[config.mk]
export PLATFORM = sky130hd
export DESIGN_NAME = forward_park
export DESIGN_NICKNAME = d
export VERILOG_FILES = /design/src/rtl/park_pkg.sv /design/src/rtl/park_sat.sv /design/src/rtl/forward_park.sv
export SDC_FILE = /design/constraint.sdc
export NUM_CORES = 2
export LEC_CHECK = 0
export ABC_AREA = 0
export CAP_MARGIN = 25
export CELL_PAD_IN_SITES_DETAIL_PLACEMENT = 1
export CELL_PAD_IN_SITES_GLOBAL_PLACEMENT = 1
export CORE_MARGIN = 2
export CORE_UTILIZATION = 48
export CTS_BUF_LIST = sky130_fd_sc_hd__clkbuf_8 sky130_fd_sc_hd__clkbuf_16
export CTS_CLUSTER_DIAMETER = 120
export DETAILED_ROUTE_END_ITERATION = 16
export GPL_TIMING_DRIVEN = 0
export PLACE_DENSITY_LB_ADDON = 0.1
export SYNTH_ARGS = -nofsm -noshare
export SYNTH_HDL_FRONTEND = slang
export SYNTH_SLANG_ARGS = --single-unit
[constraint.sdc]
create_clock -name clk -period 13.3 [get_ports clk]
set_clock_uncertainty 0.15 [all_clocks]
set_input_delay 3.325 -clock clk [delete_from_list [all_inputs] [get_ports clk]]
set_output_delay 3.325 -clock clk [all_outputs]
set_load 0.03 [all_outputs]
[src/rtl/park_pkg.sv]
// Shared definitions for the forward Park transform: default widths, FSM
// encoding and the clamp limits for the default data width.
package park_pkg;

  localparam int D_WIDTH_DEF = 19;
  localparam int Q_BITS_DEF  = 15;

  typedef enum logic [1:0] {
    ST_IDLE = 2'd0,
    ST_MUL  = 2'd1,
    ST_SAT  = 2'd2
  } park_state_e;

  localparam longint SAT_MAX_DEF = (64'sd1 <<< (D_WIDTH_DEF - 1)) - 64'sd1;
  localparam longint SAT_MIN_DEF = -(64'sd1 <<< (D_WIDTH_DEF - 1));

endpackage

[src/rtl/park_sat.sv]
// Combinational clamp of a wide accumulator into a D_WIDTH signed result.
module park_sat #(
  parameter int D_WIDTH = 19,
  parameter int A_WIDTH = 39
) (
  input  logic signed [A_WIDTH-1:0] acc_i,
  output logic signed [D_WIDTH-1:0] val_o,
  output logic                      ovf_o
);

  // The value fits only when every bit above the result's sign bit copies it.
  always_comb begin
    ovf_o = 1'b0;
    val_o = acc_i[D_WIDTH-1:0];
    if (acc_i[A_WIDTH-1:D_WIDTH-1] != {(A_WIDTH-D_WIDTH+1){acc_i[A_WIDTH-1]}}) begin
      ovf_o = 1'b1;
      val_o = acc_i[A_WIDTH-1] ? {1'b1, {(D_WIDTH-1){1'b0}}}
                               : {1'b0, {(D_WIDTH-1){1'b1}}};
    end
  end

endmodule

[src/rtl/forward_park.sv]
// Forward Park transform D/Q from alpha/beta and sin/cos using one shared
// multiplier stepped over four product cycles, then a saturating output stage.
module forward_park
  import park_pkg::*;
#(
  parameter int D_WIDTH = D_WIDTH_DEF,
  parameter int Q_BITS  = Q_BITS_DEF
) (
  input  logic                      clk,
  input  logic                      rstb,
  input  logic signed [D_WIDTH-1:0] alpha,
  input  logic signed [D_WIDTH-1:0] beta,
  input  logic signed [D_WIDTH-1:0] sin,
  input  logic signed [D_WIDTH-1:0] cos,
  input  logic                      start,
  output logic signed [D_WIDTH-1:0] D,
  output logic signed [D_WIDTH-1:0] Q,
  output logic                      busy,
  output logic                      done,
  output logic                      sat,
  output logic [1:0]                dbg_state
);

  localparam int P_WIDTH = 2 * D_WIDTH;
  localparam int A_WIDTH = 2 * D_WIDTH + 1;

  // Handshake: start is sampled only while IDLE (busy low); the operands are
  // captured on that edge and done pulses for exactly one cycle when D/Q/sat
  // update. start while busy is dropped, nothing is queued.

  park_state_e state_q, state_d;
  logic [1:0]  idx_q, idx_d;
  logic signed [D_WIDTH-1:0] alpha_q, alpha_d, beta_q, beta_d;
  logic signed [D_WIDTH-1:0] sin_q, sin_d, cos_q, cos_d;
  logic signed [A_WIDTH-1:0] accd_q, accd_d, accq_q, accq_d;
  logic signed [D_WIDTH-1:0] dout_q, dout_d, qout_q, qout_d;
  logic                      sat_q, sat_d, done_q, done_d;

  logic signed [D_WIDTH-1:0] mul_a, mul_b;
  logic signed [P_WIDTH-1:0] prod, prod_sh;
  logic signed [A_WIDTH-1:0] term;
  logic signed [D_WIDTH-1:0] d_clamp, q_clamp;
  logic                      d_ovf, q_ovf;

  always_comb begin
    mul_a = alpha_q;
    mul_b = cos_q;
    case (idx_q)
      2'd1:    begin mul_a = beta_q;  mul_b = sin_q; end
      2'd2:    begin mul_a = beta_q;  mul_b = cos_q; end
      2'd3:    begin mul_a = alpha_q; mul_b = sin_q; end
      default: begin mul_a = alpha_q; mul_b = cos_q; end
    endcase
  end

  assign prod    = mul_a * mul_b;
  assign prod_sh = prod >>> Q_BITS;
  assign term    = {prod_sh[P_WIDTH-1], prod_sh};

  park_sat #(.D_WIDTH(D_WIDTH), .A_WIDTH(A_WIDTH)) u_sat_d (
    .acc_i(accd_q), .val_o(d_clamp), .ovf_o(d_ovf)
  );

  park_sat #(.D_WIDTH(D_WIDTH), .A_WIDTH(A_WIDTH)) u_sat_q (
    .acc_i(accq_q), .val_o(q_clamp), .ovf_o(q_ovf)
  );

  always_comb begin
    state_d = state_q;
    idx_d   = idx_q;
    alpha_d = alpha_q;
    beta_d  = beta_q;
    sin_d   = sin_q;
    cos_d   = cos_q;
    accd_d  = accd_q;
    accq_d  = accq_q;
    dout_d  = dout_q;
    qout_d  = qout_q;
    sat_d   = sat_q;
    done_d  = 1'b0;
    case (state_q)
      ST_IDLE: begin
        if (start) begin
          alpha_d = alpha;
          beta_d  = beta;
          sin_d   = sin;
          cos_d   = cos;
          accd_d  = '0;
          accq_d  = '0;
          idx_d   = 2'd0;
          state_d = ST_MUL;
        end
      end
      ST_MUL: begin
        idx_d = idx_q + 2'd1;
        case (idx_q)
          2'd0, 2'd1: accd_d = accd_q + term;
          2'd2:       accq_d = accq_q + term;
          default: begin
            accq_d  = accq_q - term;
            state_d = ST_SAT;
          end
        endcase
      end
      ST_SAT: begin
        dout_d  = d_clamp;
        qout_d  = q_clamp;
        sat_d   = d_ovf | q_ovf;
        done_d  = 1'b1;
        state_d = ST_IDLE;
      end
      default: state_d = ST_IDLE;
    endcase
  end

  always_ff @(posedge clk) begin
    if (!rstb) begin
      state_q <= ST_IDLE;
      idx_q   <= 2'd0;
      alpha_q <= '0;
      beta_q  <= '0;
      sin_q   <= '0;
      cos_q   <= '0;
      accd_q  <= '0;
      accq_q  <= '0;
      dout_q  <= '0;
      qout_q  <= '0;
      sat_q   <= 1'b0;
      done_q  <= 1'b0;
    end else begin
      state_q <= state_d;
      idx_q   <= idx_d;
      alpha_q <= alpha_d;
      beta_q  <= beta_d;
      sin_q   <= sin_d;
      cos_q   <= cos_d;
      accd_q  <= accd_d;
      accq_q  <= accq_d;
      dout_q  <= dout_d;
      qout_q  <= qout_d;
      sat_q   <= sat_d;
      done_q  <= done_d;
    end
  end

  assign D         = dout_q;
  assign Q         = qout_q;
  assign sat       = sat_q;
  assign done      = done_q;
  assign busy      = (state_q != ST_IDLE);
  assign dbg_state = state_q;

endmodule

* Yosys cells after proc, flatten, opt, wreduce, memory -nomap -nowiden
Cells that the tools add are included.
** Storage, ports and cells
- Register bits :: 198
- Bits of input ports :: 79
- Output and inout bits :: 43
** Cells by class
- Add/subtract/negate cells :: 4
- Multiply operators :: 1
- Equality and inequality tests :: 11
- Multiplexer cells :: 19
- Bitwise logic cells :: 1
- Reductions and logical operators :: 13
** Operators by type and width (count)
- 39-bit one-hot mux with 2 select lines :: 3
- 19-bit 2-to-1 mux :: 6
- 39-bit by 23-bit adder with 39-bit output :: 2
- 39-bit 2-to-1 mux :: 2
- 20-bit != test :: 2
- 39-bit by 23-bit subtractor with 39-bit output :: 1
- 19-bit by 19-bit multiplier with 38-bit output :: 1
- 2-bit != test, second input constant :: 4
- 2-bit one-hot mux with 2 select lines :: 2
- 2-bit equality test, second input constant :: 3
- 2-bit 2-to-1 mux :: 3
- 2-bit AND reduction :: 3
- 3-bit AND reduction :: 2
- 2-bit OR reduction :: 3
- 2-bit by 1-bit equality test with 1-bit output, second input constant :: 2
- 2-bit logical NOT :: 2
- 2-bit nonzero test :: 2
- 1-bit 2-to-1 mux :: 3
- 3-bit OR reduction :: 1
- 2-bit by 1-bit adder with 2-bit output, second input constant :: 1
- 1-bit bitwise OR :: 1

* Longest topological paths before layout
- Word-level depth :: 7
- Mapped depth :: 48
- Depth with buffers taken out :: 44

* Cells and area by module
A second synthesis with hierarchy kept.
** Second synthesis, totals
- Cell total of the unflattened synthesis :: 3043
- Area total of the unflattened synthesis :: 26067.5 sq um
** By module, submodules not included
- forward_park :: instances 1, cells an instance 2919, area each 25224.2 sq um, sequential area each 3963.8 sq um
- park_sat :: instances 2, cells an instance 62, area each 421.7 sq um, sequential area each 0.0 sq um

* Worst setup path after synthesis
No wires, ideal clock.
- Path type :: reg-to-reg
- Start point :: register idx_q[1]
- End point :: register accd_q[35]
- Library setup time :: 0.116 ns
- Data arrival time :: 11.981 ns
- Setup slack :: 1.053 ns
- Cell stages (with the launch flop) :: 44
- Clock period less this slack :: 12.247 ns
- Cells stage by stage :: dfxtp_1 inv_1 ha_1 buf_6 nor2_1 clkbuf_1 clkbuf_1 mux2i_1 clkbuf_1 nor2_1 fa_1 inv_1 fa_1 fa_1 inv_1 fa_1 fa_1 fa_1 [8 not listed] a211oi_1 a2111oi_2 o2111a_1 o211a_1 nor3_1 ha_1 a21o_1 a21o_1 a21oi_1 nor2b_1 o21ai_0 nand2b_1 a21oi_1 o31ai_1 a31oi_1 o21bai_1 mux2i_1 a31o_2
** On the way
- Cells in the longest elaborated chain, start to end :: 7
- Elaborated cells between the ends (all ways) :: 15
- Those cells by class :: add/sub (1); mul (1); eq/ne (4); mux (4); reduce/logical (5)
** RTL lines
- start, declared :: RTL line forward_park.sv:32 : logic [1:0] idx_q, idx_d;
- start signal, assigned :: RTL line forward_park.sv:132 : idx_q <= idx_d;
- 2-bit equality test / 2-bit by 1-bit equality test with 1-bit output (equally long branches) :: RTL line forward_park.sv:48, forward_park.sv:96
- 2-bit OR reduction (no line)
- 19-bit 2-to-1 mux :: RTL line forward_park.sv:48 : case (idx_q)
- 19-bit by 19-bit multiplier with 38-bit output :: RTL line forward_park.sv:56 : assign prod = mul_a * mul_b;
- 39-bit by 23-bit adder with 39-bit output :: RTL line forward_park.sv:97 : 2'd0, 2'd1: accd_d = accd_q + term;
- 39-bit 2-to-1 mux :: RTL line forward_park.sv:96 : case (idx_q)
- 39-bit one-hot mux with 2 select lines :: RTL line forward_park.sv:81 : case (state_q)
- end signal, assigned :: RTL line forward_park.sv:124 : accd_q <= '0;
- end signal, assigned :: RTL line forward_park.sv:137 : accd_q <= accd_d;
- end, declared :: RTL line forward_park.sv:35 : logic signed [A_WIDTH-1:0] accd_q, accd_d, accq_q, accq_d;
Several ways; a longest one is shown, not always the timed one. The select of a mux whose other input is x is not followed.
A chain may end at the register's enable or synchronous reset.

* Final worst setup path
- Start point :: register idx_q[0]
- End point :: register accd_q[38]
The elaborated chain is that of the path after synthesis.

==> results.ini <==
[final_layout]
final_nets=3727
drive_gt1_share_pct=5.03
diodes=0
fillers=6169
utilization_pct=54.8
area_growth_pct=12.3

[routing]
finalWirelength_um=84700
drt_iter0_markers=1282
first_pass_iters=7
vias=21700
remaining_drc_errors=0
drt-vias-per-instance=5.73
final_antenna_net_count=0
avgRoutedWirePerCell_um=22.4

[synth]
synth_compound_area_share_pct=14.5
syn-num-nets=3563
yosysSeqAreaShare_pct=15.7
synthCells=2923
yosys_warnings=0
yosys_most_used_dff=dfxtp_1
avgSynthCellArea_sq_um=8.61
synth_seq_cells=198
synth-edff-count=0
synth_cell_types=72
synth_mux_area_share_pct=2.82
synth_xor_area_share_pct=3.76
synth_area_sq_um=25200
synthAdderAreaFrac_pct=38.9
synth_top_family_by_area=adder cells
synthSimpleGateAreaFrac_pct=16.6
synthArstFlopShare_pct=0

[power_and_ir_drop]
switching_share_pct=48.0
irDropWorstVdd_mv=0.119
netSwitchingPower_mw=1.62
p_int_mw=1.75
fin_total_pwr_mw=3.37
power_frac_comb_pct=62.1
p_seq_share_pct=20.1
p_leak_nw=13.2
p_clk_share_pct=17.7
p_per_area_nw_per_um2=119

[setup_path]
startpoint=idx_q[0]$_SDFFE_PN0P_
reg2reg_setup_slack_ns=0.48
timing.rr.end=accd_q[38]$_SDFFE_PN0P_
rr_worst_depth=38
startpoint_type=flop
critical_path_class=reg2reg
cp-end-kind=flop
worst-path-max-fanout=10
crit_path_top_delay_cell=a221oi_1
worstPathRequired_ns=13.59
cp_common_cell=fa_1
reg2reg_from=idx_q[0]$_SDFFE_PN0P_
max_stage_delay_ns=0.75
crit_arrival_ns=13.11

[clock_tree]
clockBufferDepth=2
clkTransAtPathRegs_ns=0.08
clk_latency_ns=0.49
cts.sinks=198
cts_tree=yes
cts-htree-levels=4
root_buffer=clkbuf_16
cts_inserted_buffers=17

[sta]
slew_headroom_pct=32.2
worst_pin_slew_ns=0.997
drv_slew=0
hold_violations=0
setup-violations-final=0
fin_crit_sh_pct=96.4
fin_crit_ns=12.82
clock.fmax_mhz=78.0

[global_routing]
grt_pass1_wl_um=135000
grt_max_degree=20
groute.usage.overall_pct=32.5
antenna_found_initial=1
grt_pass1_vias=23600
grt_overflow=0

[die]
rows=83
io_pins=122
dieArea_sq_um=54300
die_x_um=233
coreArea_sq_um=51600
initial_utilization_pct=48.8
die-height_um=233

[min_path]
min-delay-start=cos_q[18]$_SDFFE_PN0P_
hold_end=cos_q[18]$_SDFFE_PN0P_
min_path_type=reg2reg
hold_depth=2

[flow_run]
cap_violations=0

[outcome]
status=finished clean

[placement]
portBuffers=120
place.detailed.hpwl_um=71300
place_congestion=0.958

power groups by stage:
stage          registers [mW]  logic [mW]  clock network, mW
6_report                0.678        2.09              0.598
5_1_grt                 0.682        2.31              0.623
4_1_cts                 0.676        2.08              0.605
3_5_place_dp            0.689        2.04                  0
3_3_place_gp            0.687        1.93                  0
2_1_floorplan           0.672        1.47                  0
flip-flops by register name (all words and copies together) (netlist names), 2 cells and up:
signal and flops:
accd_q 39, accq_q 39, D 19, Q 19
alpha_q 19, beta_q 19, cos_q 19, sin_q 19
dbg_state 2, idx_q 2
synthesized netlist by cell type (all sizes together), types with 39 or more instances:
| master | instances | area (sq um) |
|---|---|---|
| a21oi | 114 | 571 |
| xnor2 | 72 | 631 |
| fa | 370 | 7410 |
| a22oi | 53 | 398 |
| inv | 397 | 1490 |
| ha | 191 | 2390 |
| clkbuf | 108 | 405 |
| dfxtp | 198 | 3960 |
| a21boi | 98 | 736 |
| nor2b | 75 | 469 |
| nand2 | 389 | 1460 |
| o21ai | 86 | 430 |
| a21o | 45 | 338 |
| nor2 | 266 | 998 |
| nand3 | 39 | 195 |
per-stage QoR:
| step | cells | area (sq um) | hold WS (ns) | TNS (ns) | setup slack (ns) |
|---|---|---|---|---|---|
| 6_report | 3780 | 28300 | 0.318 | 0 | 0.481 |
| 2_1_floorplan | 2923 | 25200 | 0.289 | 0 | 1.05 |
| 3_3_place_gp | 3723 | 27200 | 0.304 | -56.48 | -2.39 |
| 5_1_grt | 3780 | 28300 | 0.353 | -0.000487 | -0.000487 |
| 4_1_cts | 3772 | 28100 | 0.319 | 0 | 0.112 |
| 3_5_place_dp | 3740 | 27400 | 0.307 | -12.50 | -0.935 |
worst max-delay path, delay by kind of cell (launching register included):
family	cells	cell delay, ns
flops	1	0.40
buf+inv	9	1.75
xor+xnor	1	0.39
compound gates	14	4.60
mux	1	0.42
fa+ha+maj	10	4.69
simple gates	3	0.32
what timing repair did:
item,in CTS,in global routing
gates cloned,0,0
setup buffers,0,8
gates resized for setup,17,38
pin swaps,0,2
hold buffers,0,0
endpoints found under the setup margin,27,19
how the worst max path moves through the flow:
stage,to,cells past startpoint
after floorplan,accd_q[35]$_SDFFE_PN0P_,43
after global placement,accd_q[36]$_SDFFE_PN0P_,37
after detailed placement,accd_q[38]$_SDFFE_PN0P_,39
after CTS,accq_q[38]$_SDFFE_PN0P_,44
after global routing,accq_q[38]$_SDFFE_PN0P_,43
final,accd_q[38]$_SDFFE_PN0P_,38
layout make-up:
class | count | area, sq um | area share [%]
inverter | 397 | 1490 | 5.27
tap | 680 | 851 | 3.01
timing repair buffer | 147 | 1420 | 5.02
clock buffer | 17 | 425 | 1.50
sequential | 198 | 3960 | 14.0
buffer | 117 | 474 | 1.68
clock inverter | 15 | 238 | 0.840
multi-input combinational | 2209 | 19400 | 68.7
per-layer routing:
layer | up-vias | part of all wire, % | track usage, %
met4 | 0 | 4.3 | 13.2
met1 | 11100 | 42 | 41.2
li1 | 9819 | - | -
met5 | - | 0 | 0
met2 | 601 | 48 | 55.8
met3 | 160 | 5.7 | 4.56
kinds of logic (layout without fill, tap and decap cells):
kind of cell	Yosys count	count (layout)
xor gates and xnor gates	108	108
DFF	198	198
adders and majority gates	561	561
buffers and inverters	516	693
AOI/OAI and AO/OA	540	540
and+or+nand+nor	933	933
muxes	67	67
cell usage in the layout, fill, tap and decap left out, types with 53 or more instances in the layout:
cell type	netlist	routed
inv_1	397	397
nand2_1	389	389
fa_1	370	370
nor2_1	266	265
dfxtp_1	198	198
ha_1	191	191
clkdlybuf4s50_1	0	120
a21oi_1	114	114
a21boi_0	98	98
clkbuf_1	108	94
o21ai_0	85	85
nor2b_1	75	75
xnor2_1	72	72
a22oi_1	53	53
No activity file was read; power rests on OpenSTA's default activity.
